File: config.mk
export PLATFORM = sky130hd
export DESIGN_NAME = ps2_host_tx
export DESIGN_NICKNAME = d
export VERILOG_FILES = /design/src/rtl/ps2_host_tx.sv
export SDC_FILE = /design/constraint.sdc
export NUM_CORES = 1
export LEC_CHECK = 0
export ABC_CLOCK_PERIOD_IN_PS = 2920
export BUFFER_PORTS_ARGS = -buffer_cell sky130_fd_sc_hd__buf_2
export CORE_MARGIN = 2
export CORE_UTILIZATION = 56
export DETAILED_ROUTE_END_ITERATION = 8
export PLACE_DENSITY = 0.72
export SLEW_MARGIN = 15
export SYNTH_ARGS = -nofsm -noshare
export SYNTH_HDL_FRONTEND = slang
export SYNTH_SLANG_ARGS = --single-unit
File: constraint.sdc
create_clock -name Clk -period 2.92 [get_ports Clk]
set_input_delay 0.292 -clock Clk [delete_from_list [all_inputs] [get_ports Clk]]
set_output_delay 0.292 -clock Clk [all_outputs]
set_load 0.03 [all_outputs]
File: src/rtl/ps2_host_tx.sv
// ps2_host_tx
//   Host-to-device PS/2 transmitter. It sends one command byte to the mouse
//   over the shared clock/data pins, which are open-drain. The block only
//   drives pull-down enables. The top level builds the tristate as
//   pin = oe ? 1'b0 : 1'bz.
//   Tx_Busy lets the receiver ignore the frame that this block sends.
//
//   Optional feature macro: PS2_TX_RETRY_EN.
//   When the macro is defined, a NACK or a timeout restarts the frame from the
//   inhibit phase. Up to 2 retries are made, and Tx_Error pulses only after the
//   third failure.
//
// Ports
//   Clk         in   system clock (50 MHz nominal)
//   Reset_n     in   asynchronous reset, active low
//   Tx_Data     in   [7:0] command byte, latched when Tx_Start is accepted
//   Tx_Start    in   1-cycle request, accepted only while idle
//   PS2_CLK_in  in   raw PS/2 clock pin level (asynchronous)
//   PS2_DAT_in  in   raw PS/2 data pin level (asynchronous)
//   PS2_CLK_oe  out  1 = pull the clock line low
//   PS2_DAT_oe  out  1 = pull the data line low
//   Tx_Busy     out  high from an accepted request until the frame completes
//   Tx_Done     out  1-cycle pulse: the device ACKed the byte
//   Tx_Error    out  1-cycle pulse: NACK or watchdog timeout
module ps2_host_tx #(
  parameter int INHIBIT_CYCLES = 5000,
  parameter int SETUP_CYCLES   = 50,
  parameter int TIMEOUT_CYCLES = 1000000
) (
  input  logic       Clk,
  input  logic       Reset_n,
  input  logic [7:0] Tx_Data,
  input  logic       Tx_Start,
  input  logic       PS2_CLK_in,
  input  logic       PS2_DAT_in,
  output logic       PS2_CLK_oe,
  output logic       PS2_DAT_oe,
  output logic       Tx_Busy,
  output logic       Tx_Done,
  output logic       Tx_Error
);

  localparam int MAX_A = (INHIBIT_CYCLES > SETUP_CYCLES) ? INHIBIT_CYCLES : SETUP_CYCLES;
  localparam int MAX_P = (MAX_A > TIMEOUT_CYCLES) ? MAX_A : TIMEOUT_CYCLES;
  localparam int CW    = $clog2(MAX_P) + 1;

  typedef enum logic [2:0] {
    S_IDLE, S_INHIBIT, S_REQ, S_SHIFT, S_ACK, S_WAIT_IDLE, S_FAIL
  } state_t;

  // Odd parity over the command byte.
  function automatic logic odd_parity(input logic [7:0] d);
    return ~^d;
  endfunction

  // Increment that saturates at all-ones, so the counters never wrap.
  function automatic logic [CW-1:0] sat_inc(input logic [CW-1:0] v);
    return (v == {CW{1'b1}}) ? v : v + CW'(1);
  endfunction

  state_t         state_r, state_s;
  logic [10:0]    shreg_r, shreg_s;   // {stop, parity, data[7:0], start}
  logic [3:0]     idx_r, idx_s;
  logic [CW-1:0]  cnt_r, cnt_s;
  logic [CW-1:0]  wd_r, wd_s;
  logic           clk_meta_r, clk_sync_r, clk_prev_r;
  logic           dat_meta_r, dat_sync_r;
  logic           clk_oe_r, dat_oe_r, busy_r, done_r, err_r;
  logic           clk_oe_s, dat_oe_s, busy_s, done_s, err_s;
  logic           fall_s, fail_s, timeout_s;
`ifdef PS2_TX_RETRY_EN
  logic [1:0]     retry_r, retry_s;
`endif

  assign fall_s    = clk_prev_r & ~clk_sync_r;
  assign timeout_s = (wd_r >= CW'(TIMEOUT_CYCLES - 1));

  // Next-state, counter and output decode. Outputs are computed from the next
  // state so that the registered outputs line up with the state register.
  always_comb begin
    state_s = state_r;
    shreg_s = shreg_r;
    idx_s   = idx_r;
    cnt_s   = sat_inc(cnt_r);
    wd_s    = sat_inc(wd_r);
    done_s  = 1'b0;
    fail_s  = 1'b0;
`ifdef PS2_TX_RETRY_EN
    retry_s = retry_r;
`endif
    case (state_r)
      S_IDLE: begin
        cnt_s = '0;
        wd_s  = '0;
        idx_s = 4'd0;
        if (Tx_Start) begin
          // The start bit at index 0 keeps data low until the first device fall.
          shreg_s = {1'b1, odd_parity(Tx_Data), Tx_Data, 1'b0};
          state_s = S_INHIBIT;
`ifdef PS2_TX_RETRY_EN
          retry_s = 2'd0;
`endif
        end else begin
          state_s = S_IDLE;
        end
      end
      S_INHIBIT: begin
        wd_s = '0;
        if (cnt_r >= CW'(INHIBIT_CYCLES - 1)) begin
          state_s = S_REQ;
          cnt_s   = '0;
        end else begin
          state_s = S_INHIBIT;
        end
      end
      S_REQ: begin
        wd_s = '0;
        if (cnt_r >= CW'(SETUP_CYCLES - 1)) begin
          state_s = S_SHIFT;
          idx_s   = 4'd0;
        end else begin
          state_s = S_REQ;
        end
      end
      S_SHIFT: begin
        // Fall k puts bit k of shreg on the line. The stop bit (release) is
        // already what ACK drives, so the 10th fall moves directly to ACK.
        if (fall_s) begin
          wd_s = '0;
          if (idx_r == 4'd9) begin
            state_s = S_ACK;
          end else begin
            idx_s = idx_r + 4'd1;
          end
        end else if (timeout_s) begin
          fail_s = 1'b1;
        end else begin
          state_s = S_SHIFT;
        end
      end
      S_ACK: begin
        if (fall_s) begin
          wd_s = '0;
          if (!dat_sync_r) begin
            state_s = S_WAIT_IDLE;
          end else begin
            fail_s = 1'b1;
          end
        end else if (timeout_s) begin
          fail_s = 1'b1;
        end else begin
          state_s = S_ACK;
        end
      end
      S_WAIT_IDLE: begin
        if (clk_sync_r && dat_sync_r) begin
          done_s  = 1'b1;
          state_s = S_IDLE;
        end else if (fall_s) begin
          wd_s = '0;
        end else if (timeout_s) begin
          fail_s = 1'b1;
        end else begin
          state_s = S_WAIT_IDLE;
        end
      end
      S_FAIL: begin
        state_s = S_IDLE;
      end
      default: begin
        state_s = S_IDLE;
      end
    endcase

    if (fail_s) begin
`ifdef PS2_TX_RETRY_EN
      if (retry_r != 2'd2) begin
        retry_s = retry_r + 2'd1;
        state_s = S_INHIBIT;
        cnt_s   = '0;
      end else begin
        state_s = S_FAIL;
      end
`else
      state_s = S_FAIL;
`endif
    end else begin
      state_s = state_s;
    end

    // The done/error pulse occurs in the same cycle that Busy falls.
    clk_oe_s = (state_s == S_INHIBIT) || (state_s == S_REQ);
    dat_oe_s = (state_s == S_REQ) || ((state_s == S_SHIFT) && !shreg_s[idx_s]);
    busy_s   = (state_s != S_IDLE) && (state_s != S_FAIL);
    err_s    = (state_s == S_FAIL);
  end

  // State, datapath, pin synchronizers and registered outputs.
  always_ff @(posedge Clk or negedge Reset_n) begin
    if (!Reset_n) begin
      state_r    <= S_IDLE;
      shreg_r    <= 11'd0;
      idx_r      <= 4'd0;
      cnt_r      <= '0;
      wd_r       <= '0;
      clk_meta_r <= 1'b1;
      clk_sync_r <= 1'b1;
      clk_prev_r <= 1'b1;
      dat_meta_r <= 1'b1;
      dat_sync_r <= 1'b1;
      clk_oe_r   <= 1'b0;
      dat_oe_r   <= 1'b0;
      busy_r     <= 1'b0;
      done_r     <= 1'b0;
      err_r      <= 1'b0;
`ifdef PS2_TX_RETRY_EN
      retry_r    <= 2'd0;
`endif
    end else begin
      state_r    <= state_s;
      shreg_r    <= shreg_s;
      idx_r      <= idx_s;
      cnt_r      <= cnt_s;
      wd_r       <= wd_s;
      clk_meta_r <= PS2_CLK_in;
      clk_sync_r <= clk_meta_r;
      clk_prev_r <= clk_sync_r;
      dat_meta_r <= PS2_DAT_in;
      dat_sync_r <= dat_meta_r;
      clk_oe_r   <= clk_oe_s;
      dat_oe_r   <= dat_oe_s;
      busy_r     <= busy_s;
      done_r     <= done_s;
      err_r      <= err_s;
`ifdef PS2_TX_RETRY_EN
      retry_r    <= retry_s;
`endif
    end
  end

  assign PS2_CLK_oe = clk_oe_r;
  assign PS2_DAT_oe = dat_oe_r;
  assign Tx_Busy    = busy_r;
  assign Tx_Done    = done_r;
  assign Tx_Error   = err_r;

endmodule

Word-level counts from Yosys, hierarchy flattened
Cells that the tools add are included.
Widths: inputs -> output; s select.
{"block": "op_classes", "n_addsub": 3, "magnitude_cmp": 4, "eq_ne": 13, "n_mux": 37, "bitwise": 2, "n_reduce_logical": 11}
{"cell": "$mux 21", "n": 5}
{"cell": "$pmux 21 s3", "n": 1}
{"cell": "$add 21x1->21 const B", "n": 2}
{"cell": "$eq 21x21->1 const B", "n": 2}
{"cell": "$pmux 21 s2", "n": 1}
{"cell": "$mux 3", "n": 10}
{"cell": "$mux 11", "n": 2}
{"cell": "$ge 21x13->1 const B", "n": 1}
{"cell": "$ge 21x20->1 const B", "n": 1}
{"cell": "$ge 21x6->1 const B", "n": 1}
{"cell": "$pmux 3 s6", "n": 1}
{"cell": "$eq 3x2->1 const B", "n": 4}
{"cell": "$mux 4", "n": 3}
{"cell": "$pmux 4 s3", "n": 1}
{"cell": "$mux 1", "n": 10}
{"cell": "$eq 3x3->1 const B", "n": 3}
{"cell": "$reduce_xnor 8->1", "n": 1}
{"cell": "$eq 3x1->1 const B", "n": 2}
{"cell": "$lt 4x5->1 const B", "n": 1}
{"cell": "$add 4x1->4 const B", "n": 1}
{"cell": "$bmux 1 s4", "n": 1}
{"cell": "$eq 4x4->1 const B", "n": 1}
{"cell": "$logic_and 1x1->1", "n": 3}
{"cell": "$logic_not 3->1", "n": 1}
{"cell": "other kinds (10)", "n": 11}
{"block": "totals", "reg_bits": 70, "in_bits": 13, "output_inout_bits": 5, "word_cells": 85}

Longest topological paths before layout
Gate-level depths: netlist of run 1.
{"block": "depth", "depth_word": 9, "ltp_mapped": 10, "depth_no_buf": 10}

Worst setup path before layout of run 1
Ideal clock, no wire load.
{"block": "synth_path", "path_type": "register -> register", "start": "reg cnt_r[3]", "end": "reg dat_oe_r, in the netlist PS2_DAT_oe", "setup_time_ns": 0.129, "t_arrival_ns": 2.308, "required_time_ns": 2.791, "path_slack_ns": 0.484, "path_stages_with_launch": 9, "n_path_buf": 0, "period_less_slack_ns": 2.436, "cell_sequence": "dfrtp_1 > or3_1 > o311a_1 > nor4b_4 > a31oi_4 > mux2i_1 > mux2_4 > o311ai_2 > a21oi_1"}
{"block": "synth_between", "elab_chain_len": 8, "elab_cells_between_ends": 15, "classes_between": "2 x order compare; 2 x eq/ne; 8 x mux; 3 x reduce/logical"}
{"item": "start: declaration", "line": "64", "source": "logic [CW-1:0] cnt_r, cnt_s;"}
{"item": "start signal: assignment", "line": "223", "source": "cnt_r <= cnt_s;"}
{"item": "$ge 21x6->1", "line": "118", "source": "if (cnt_r >= CW'(SETUP_CYCLES - 1)) begin"}
{"item": "$mux 4", "line": "118"}
{"item": "$pmux 4 s3", "line": "91", "source": "case (state_r)"}
{"item": "$bmux 1 s4", "line": "193", "source": "dat_oe_s = (state_s == S_REQ) || ((state_s == S_SHIFT) && !shreg_s[idx_s]);"}
{"item": "$mux 1 (implied by the code)", "line": "193"}
{"item": "$logic_not 1->1", "line": "193"}
{"item": "$logic_and 1x1->1", "line": "193"}
{"item": "$logic_or 1x1->1 (*)", "line": "193"}
{"item": "net dat_oe_s", "line": "69", "source": "logic clk_oe_s, dat_oe_s, busy_s, done_s, err_s;"}
{"item": "end signal: assignment", "line": "231", "source": "dat_oe_r <= dat_oe_s;"}
{"item": "end: declaration", "line": "68", "source": "logic clk_oe_r, dat_oe_r, busy_r, done_r, err_r;"}
The timed path passes the listed nets; every way through them passes the cells marked *. The select of a mux whose other input is x is not followed.

Worst setup path in the final report of run 1
Same ends and word-level chain as after synthesis.

==> results of run 1 <==
==> power by group through the flow <==
| stage | registers (mW) | clock network [mW] | logic [mW] |
|---|---|---|---|
| after CTS | 0.990 | 0.904 | 0.0762 |
| after global placement | 1.01 | 0 | 0.0731 |
| after detailed placement | 1.01 | 0 | 0.0759 |
| after floorplan | 1.01 | 0 | 0.0364 |
| after global routing | 0.991 | 0.934 | 0.0850 |
| final | 0.990 | 0.880 | 0.0739 |
==> metrics by stage <==
stage          instance area [um2]  power [mW]  std cells  setup slack (ns)  hold slack, ns
6_report                      4100        1.94        481             0.296         0.00916
5_1_grt                       4100        2.01        481             0.110          0.0224
4_1_cts                       4100        1.97        481             0.229          0.0305
3_5_place_dp                  3880        1.08        465             0.229           0.349
3_3_place_gp                  3880        1.08        465             0.357           0.345
2_1_floorplan                 3690        1.04        373             0.484        -0.00359
==> path summary, 6_finish.rpt <==
| path | startpoint | to | slack [ns] | cells past startpoint |
|---|---|---|---|---|
| max | cnt_r[3] | PS2_DAT_oe | 0.30 | 8 |
| min | Reset_n | wd_r[4] | 0.009 | 1 |
| max reg2reg | cnt_r[3] | PS2_DAT_oe | 0.30 | 8 |
| min reg2reg | dat_meta_r | dat_sync_r | 0.36 | 0 |
| max in group asynchronous | Reset_n | wd_r[8] | 2.24 | 2 |
| min in group Clk | PS2_DAT_in | dat_meta_r | 0.05 | 1 |
==> per-layer routing <==
layer / GRT usage, % / up-vias / wire length, um
li1: - / 1368 / -
met1: 29.9 / 1345 / 3450
met2: 35.5 / 55 / 3420
met3: 5.06 / 17 / 276
met4: 12.4 / 0 / 145
met5: 0 / - / 0
==> worst max-delay path, cell delays in order (launching register included) <==
cell and delay, ns:
dfrtp_1 0.44, or3_1 0.39, o311a_1 0.34, nor4b_4 0.37, a31oi_4 0.21, mux2i_1 0.18
mux2_4 0.27, o311ai_2 0.25, a21oi_1 0.08
==> registers in the layout, indices dropped and copies added, names as in the netlist <==
signal and count:
wd_r 21, clk_sync_r 1, idx_r 4, shreg_r 11, clk_meta_r 1, PS2_DAT_oe 1
cnt_r 21, Tx_Done 1, Tx_Error 1, clk_prev_r 1, dat_meta_r 1, state_r 3
dat_sync_r 1, PS2_CLK_oe 1, Tx_Busy 1
==> placed cells by master (no fill, tap or decap), types with 2 or more instances in the layout <==
cell type	synthesis	routed
and2_1	2	2
a21oi_1	19	19
o21a_1	2	2
mux2_2	11	11
o21ai_0	15	15
clkinv_2	0	2
buf_2	2	17
nor2_1	51	51
o22ai_1	2	2
xor2_1	18	18
and4_1	2	2
dfstp_2	5	5
or3_1	10	10
nand2_1	32	32
nor4_1	6	6
buf_4	0	8
nand2b_1	4	4
and3_1	3	3
mux2i_1	8	8
nand4_1	7	7
ha_1	5	5
nor3_1	7	7
nand3_1	14	14
nor4b_1	2	2
a31oi_1	5	5
o21ai_1	2	2
nor2b_1	4	4
inv_1	12	12
bufinv_16	0	2
clkbuf_8	3	11
xnor2_1	20	20
dfrtp_1	65	65
==> timing repair <==
| action | in CTS | in global routing |
|---|---|---|
| resized for setup | 0 | 1 |
| hold endpoints to repair | 0 | 0 |
| endpoints found under the setup margin | 0 | 1 |
| hold buffers | 0 | 0 |
==> cells by family after synthesis <==
kind of cell	count (synthesis)	synth area share, %
buf+inv	23	3.22
fa+ha+maj	5	1.70
mux	20	5.94
compound gates	62	11.0
xor+xnor	38	9.03
simple gates	155	21.4
flops	70	47.7
==> final cells by class <==
class / count / share of cell area [%]
multi-input cells: 280 / 44.2
inverters: 12 / 1.10
flip-flops and latches: 70 / 42.8
clock inverters: 4 / 1.71
well taps: 77 / 2.35
repair buffers: 26 / 4.02
clock buffers: 12 / 3.78
==> metrics.txt, run 1 <==
kind of launch point of the worst setup path=flop; #FFs+latches synth=70; Total Routing Usage GR=22.8%; Multi-input gate area=roughly 1800 um2; required time at the endpoint of the critical path=around 3.1 ns; Reg clk slew, reported paths=around 0.07 ns; signed area change from the synthesized netlist to the final layout=11.3%; Clock H-tree levels=3; global route overflow=0; fraction of registers with async set/reset=100%; number of nets in the synthesized netlist=between 300 and 400; hold violation count in the final report=0; type of the setup path with the least slack=flop to flop; sum of negative setup slack=0 ns; Initial Utilization=between 50% and 60%; First-pass DRT Iterations=4; Switching Fraction=20.7%; setup repair after global routing missed its margin=false; most area-hungry cell type in the Yosys netlist=dfrtp_1; CP arrival=about 2.9 ns; FILL cells=roughly 520; DR vias=about 2800; Core Box Area=6350 um2; RePlAce Congestion=about 0.86; final core utilization=between 60 and 70%; share of cells above drive strength 1=roughly 17%; power per unit of standard cell area=about 470 nW/um2; Internal Dissipation=approximately 1.5 mW; run status=completed; Buffers on Ports=17; critical path endpoint category=flop; type of the most critical hold path=input port to asynchronous set/reset pin; maximum number of pins on one net before global-route repair=39; Slew Viols, Final=0; post-detailed-routing wire length=7290 um; Comb pwr share=under 10%; post-CTS setup repair buffer count=0; insertion delay to the later sink of the worst-skew pair=0.34 ns; Psw=approximately 0.4 mW; full die area=approximately 7200 um2; CTS tree=built; clock buffers created by TritonCTS=9; wire length of the first global-routing pass=13100 um; Worst Max-Slew Pin Slew=between 0.7 and 0.8 ns; maximum capacitance violations=0; Die W=85.1 um; top cells by area in the synthesized netlist=dfrtp_1 44%, nor2_1 5.2%, xnor2_1 4.8%, xor2_1 4.3%, dfstp_2 3.6%; Max transition margin=about half; number of top-level pins=18; antenna violations before repair=0; sequential cell fraction of total power=between 50% and 60%; flip-flop cell with the highest count after synthesis=dfrtp_1; achievable frequency=about 380 MHz; most frequent cells after synthesis=65 x dfrtp_1, 51 x nor2_1, 32 x nand2_1; Avg Inst Size Synth=approximately 10 um2; synthesized netlist cell count=373; DR vias/cell=between 5 and 6; top-count cell post-synth=dfrtp_1; clock share of power=45.3%; Sequential Area=1760 um2; maximum clock skew at final layout=0.0134 ns; clock buffer depth=2; leakage=1.86 nW; ANT nets after route=0; maximum fanout encountered on the critical timing path=7; # nets final=417; post-detail-place hpwl=between 5000 and 6000 um; number of global-route vias before repair=~2900; worst vdd ir=about 0.29 mV; shortest clock period the worst path allows after layout=2.62 ns; Chip Height=roughly 85 um; ratio of final minimum period to clock period=89.9%; count of unique library cells instantiated by Yosys=57; Final setup viols=0; DRC violations left=0; netlist area before placement=3690 um2; diode count=0; Yosys warnings=0; post-synthesis sequential area ratio=between 40% and 50%; area share of the leading cell type in the synthesized netlist=between 40% and 50%; number of DRC markers after the initial detailed-route iteration=135; Placement Rows=29; clock root buffer=clkbuf_8; number of flops mapped to enable cells by yosys=0; average routed wire per standard cell=15.2 um; clk sink count=70
Power figures use the tool's default switching activity.
==> inputs of run 2 (changes only) <==
- ABC_CLOCK_PERIOD_IN_PS: 2920 -> 2150
- CORE_UTILIZATION: 56 -> 55
- MAX_ROUTING_LAYER: unset -> met4
- PLACE_DENSITY: 0.72 -> 0.74
- clock period: 2.92 -> 2.15 ns (I/O delays scaled with it)
==> run 2 against run 1 <==
The flow now finishes with violations (DRC, setup timing). Sequential cell count unchanged. Highest routed layer unchanged. Via count up 16%. Worst setup slack worse by 0.69 ns. Critical path depth up 1. Total power up 33%. Sequential power up 35%.
==> metrics.txt, run 2 (synthesized netlist as in run 1, its figures left out) <==
CTS tree=built; Reg clk slew, reported paths=0.07 ns (about the same); power per unit of standard cell area=526 nW/um2 (+11%); setup repair after global routing missed its margin=true; CP arrival=2.78 ns (-0.07 ns); maximum number of pins on one net before global-route repair=71 (+82%); critical path endpoint category=flop; violated checks=DRC, setup timing; clock share of power=43.5% (-1.8 points); Placement Rows=29 (unchanged); Total Routing Usage GR=25.9% (+3.1 points); Worst Max-Slew Pin Slew=0.450 ns (-0.292 ns); ANT nets after route=0 (unchanged); hold violation count in the final report=0 (unchanged); average routed wire per standard cell=16.6 um (+9.8%); DRC violations left=1 (+1); post-detailed-routing wire length=9220 um (+26%); number of DRC markers after the initial detailed-route iteration=296 (+120%); most common cell after layout, fill and taps aside=buf_4; shortest clock period the worst path allows after layout=2.54 ns (-0.0824 ns); Initial Utilization=57.4% (-0.66 points); diode count=0 (unchanged); global route overflow=0 (unchanged); wire length of the first global-routing pass=14400 um (+10%); antenna violations before repair=0 (unchanged); Clock H-tree levels=3 (unchanged); full die area=7370 um2 (+1.7%); type of the setup path with the least slack=flop to flop; type of the most critical hold path=input port to flop; Slew Viols, Final=0 (unchanged); kind of launch point of the worst setup path=flop; placed cells=525 (+13%); clock buffer depth=2 (unchanged); DR vias/cell=5.85 (+1.1%); Psw=0.596 mW (+48%); number of top-level pins=18 (unchanged); maximum clock skew at final layout=0.00719 ns (-0.00621 ns); clock root buffer=clkbuf_8; minimum setup slack after placement=-0.331 ns (-0.561 ns); Switching Fraction=23.1% (+2.4 points); signed area change from the synthesized netlist to the final layout=33.1%; number of global-route vias before repair=3090 (+6.6%); Core Box Area=6420 um2 (+1.1%); most frequent cells in the layout=71 x buf_4, 64 x dfrtp_1, 50 x nor2_1; RePlAce Congestion=0.905 (+5.4%); Final Non-Filler Cells=554 (+15%); Regs by FF count=cnt_r x21, wd_r x21, shreg_r x11; Buffers on Ports=17 (unchanged); least setup slack across all paths after layout=-0.392 ns (-0.688 ns); Internal Dissipation=1.99 mW (+29%); WHS=0.139 ns (+0.129 ns); maximum fanout encountered on the critical timing path=4 (-3); sequential cell fraction of total power=52.0% (+1.1 points); First-pass DRT Iterations=9 (+5); sum of negative setup slack=-1.54 ns (-1.54 ns); leakage=2.26 nW (+21%); share of cells above drive strength 1=35.6% (+18 points); achievable frequency=393 MHz (+3.2%); required time at the endpoint of the critical path=2.39 ns (-0.75 ns); Comb pwr share=4.4% (+0.6 points); # nets final=490 (+18%); Die W=85.9 um (+0.86%); DR vias=3242 (+16%); run status=complete, but fails checks; clock buffers created by TritonCTS=9 (unchanged); Total Power=2.58 mW (+33%); post-detail-place hpwl=5560 um (+9.7%); Chip Height=85.9 um (+0.86%); Max transition margin=69.5% (+19 points); ratio of final minimum period to clock period=118% (+28 points); worst vdd ir=0.470 mV (+63%); Final setup viols=8 (+8); clk sink count=70 (unchanged); insertion delay to the later sink of the worst-skew pair=0.36 ns (+0.02 ns); maximum capacitance violations=0 (unchanged)
run 2: routing by layer:
metal  up-vias  share of wire [%]  global-route usage (%)
met3        27                4.7                    4.72
met2       122                 50                    41.2
met1      1581                 42                    32.9
met4         0                2.7                    10.4
met5         -                  0                       -
li1       1512                  -                       -
run 2: layout make-up:
class	count	area, um2
timing repair buffer	99	756
fill	400	1520
sequential	70	1760
tap	77	96.3
clock buffer	11	151
inverter	12	45.0
multi-input combinational	280	2040
clock inverter	5	57.6
run 2: critical path, cell delays in order, from the launching register on:
cell,delay (ns)
dfrtp_1,0.38
or3_4,0.39
o311a_4,0.34
nor4b_4,0.21
buf_4,0.19
a32o_1,0.19
a21oi_1,0.08
mux2_4,0.32
o311ai_4,0.27
a21oi_2,0.05
run 2: power groups by stage:
stage                     Clock [mW]  Sequential (mW)  Combinational [mW]
final                           1.12             1.34               0.114
after global routing            1.17             1.34               0.129
after CTS                       1.12             1.34               0.114
after detailed placement           0             1.37               0.109
after global placement             0             1.37               0.106
after floorplan                    0             1.37              0.0494
run 2: worst paths after layout:
kind	startpoint	to	slack, ns	cells past startpoint
worst min-delay path	Tx_Data[5]	shreg_r[6]	0.14	2
worst max-delay path	cnt_r[2]	PS2_DAT_oe	-0.39	9
max in group asynchronous	Reset_n	clk_sync_r	1.40	3
worst max register to register	cnt_r[2]	PS2_DAT_oe	-0.39	9
min in group asynchronous	Reset_n	wd_r[2]	0.41	3
worst min register to register	dat_meta_r	dat_sync_r	0.36	0
run 2: stage by stage:
step,utilization (%),area [um2]
after floorplan,-,3720
after global placement,68.0,4370
after detailed placement,68.0,4370
after CTS,73.5,4720
after global routing,76.4,4900
final,76.4,4900
run 2: repair_timing:
| item | in CTS | in global routing |
|---|---|---|
| pin swaps | 7 | 10 |
| hold buffers | 3 | 0 |
| resized for setup | 20 | 24 |
| endpoints found under the hold margin | 67 | 0 |
| setup endpoints to repair | 18 | 33 |
| buffers inserted | 3 | 7 |
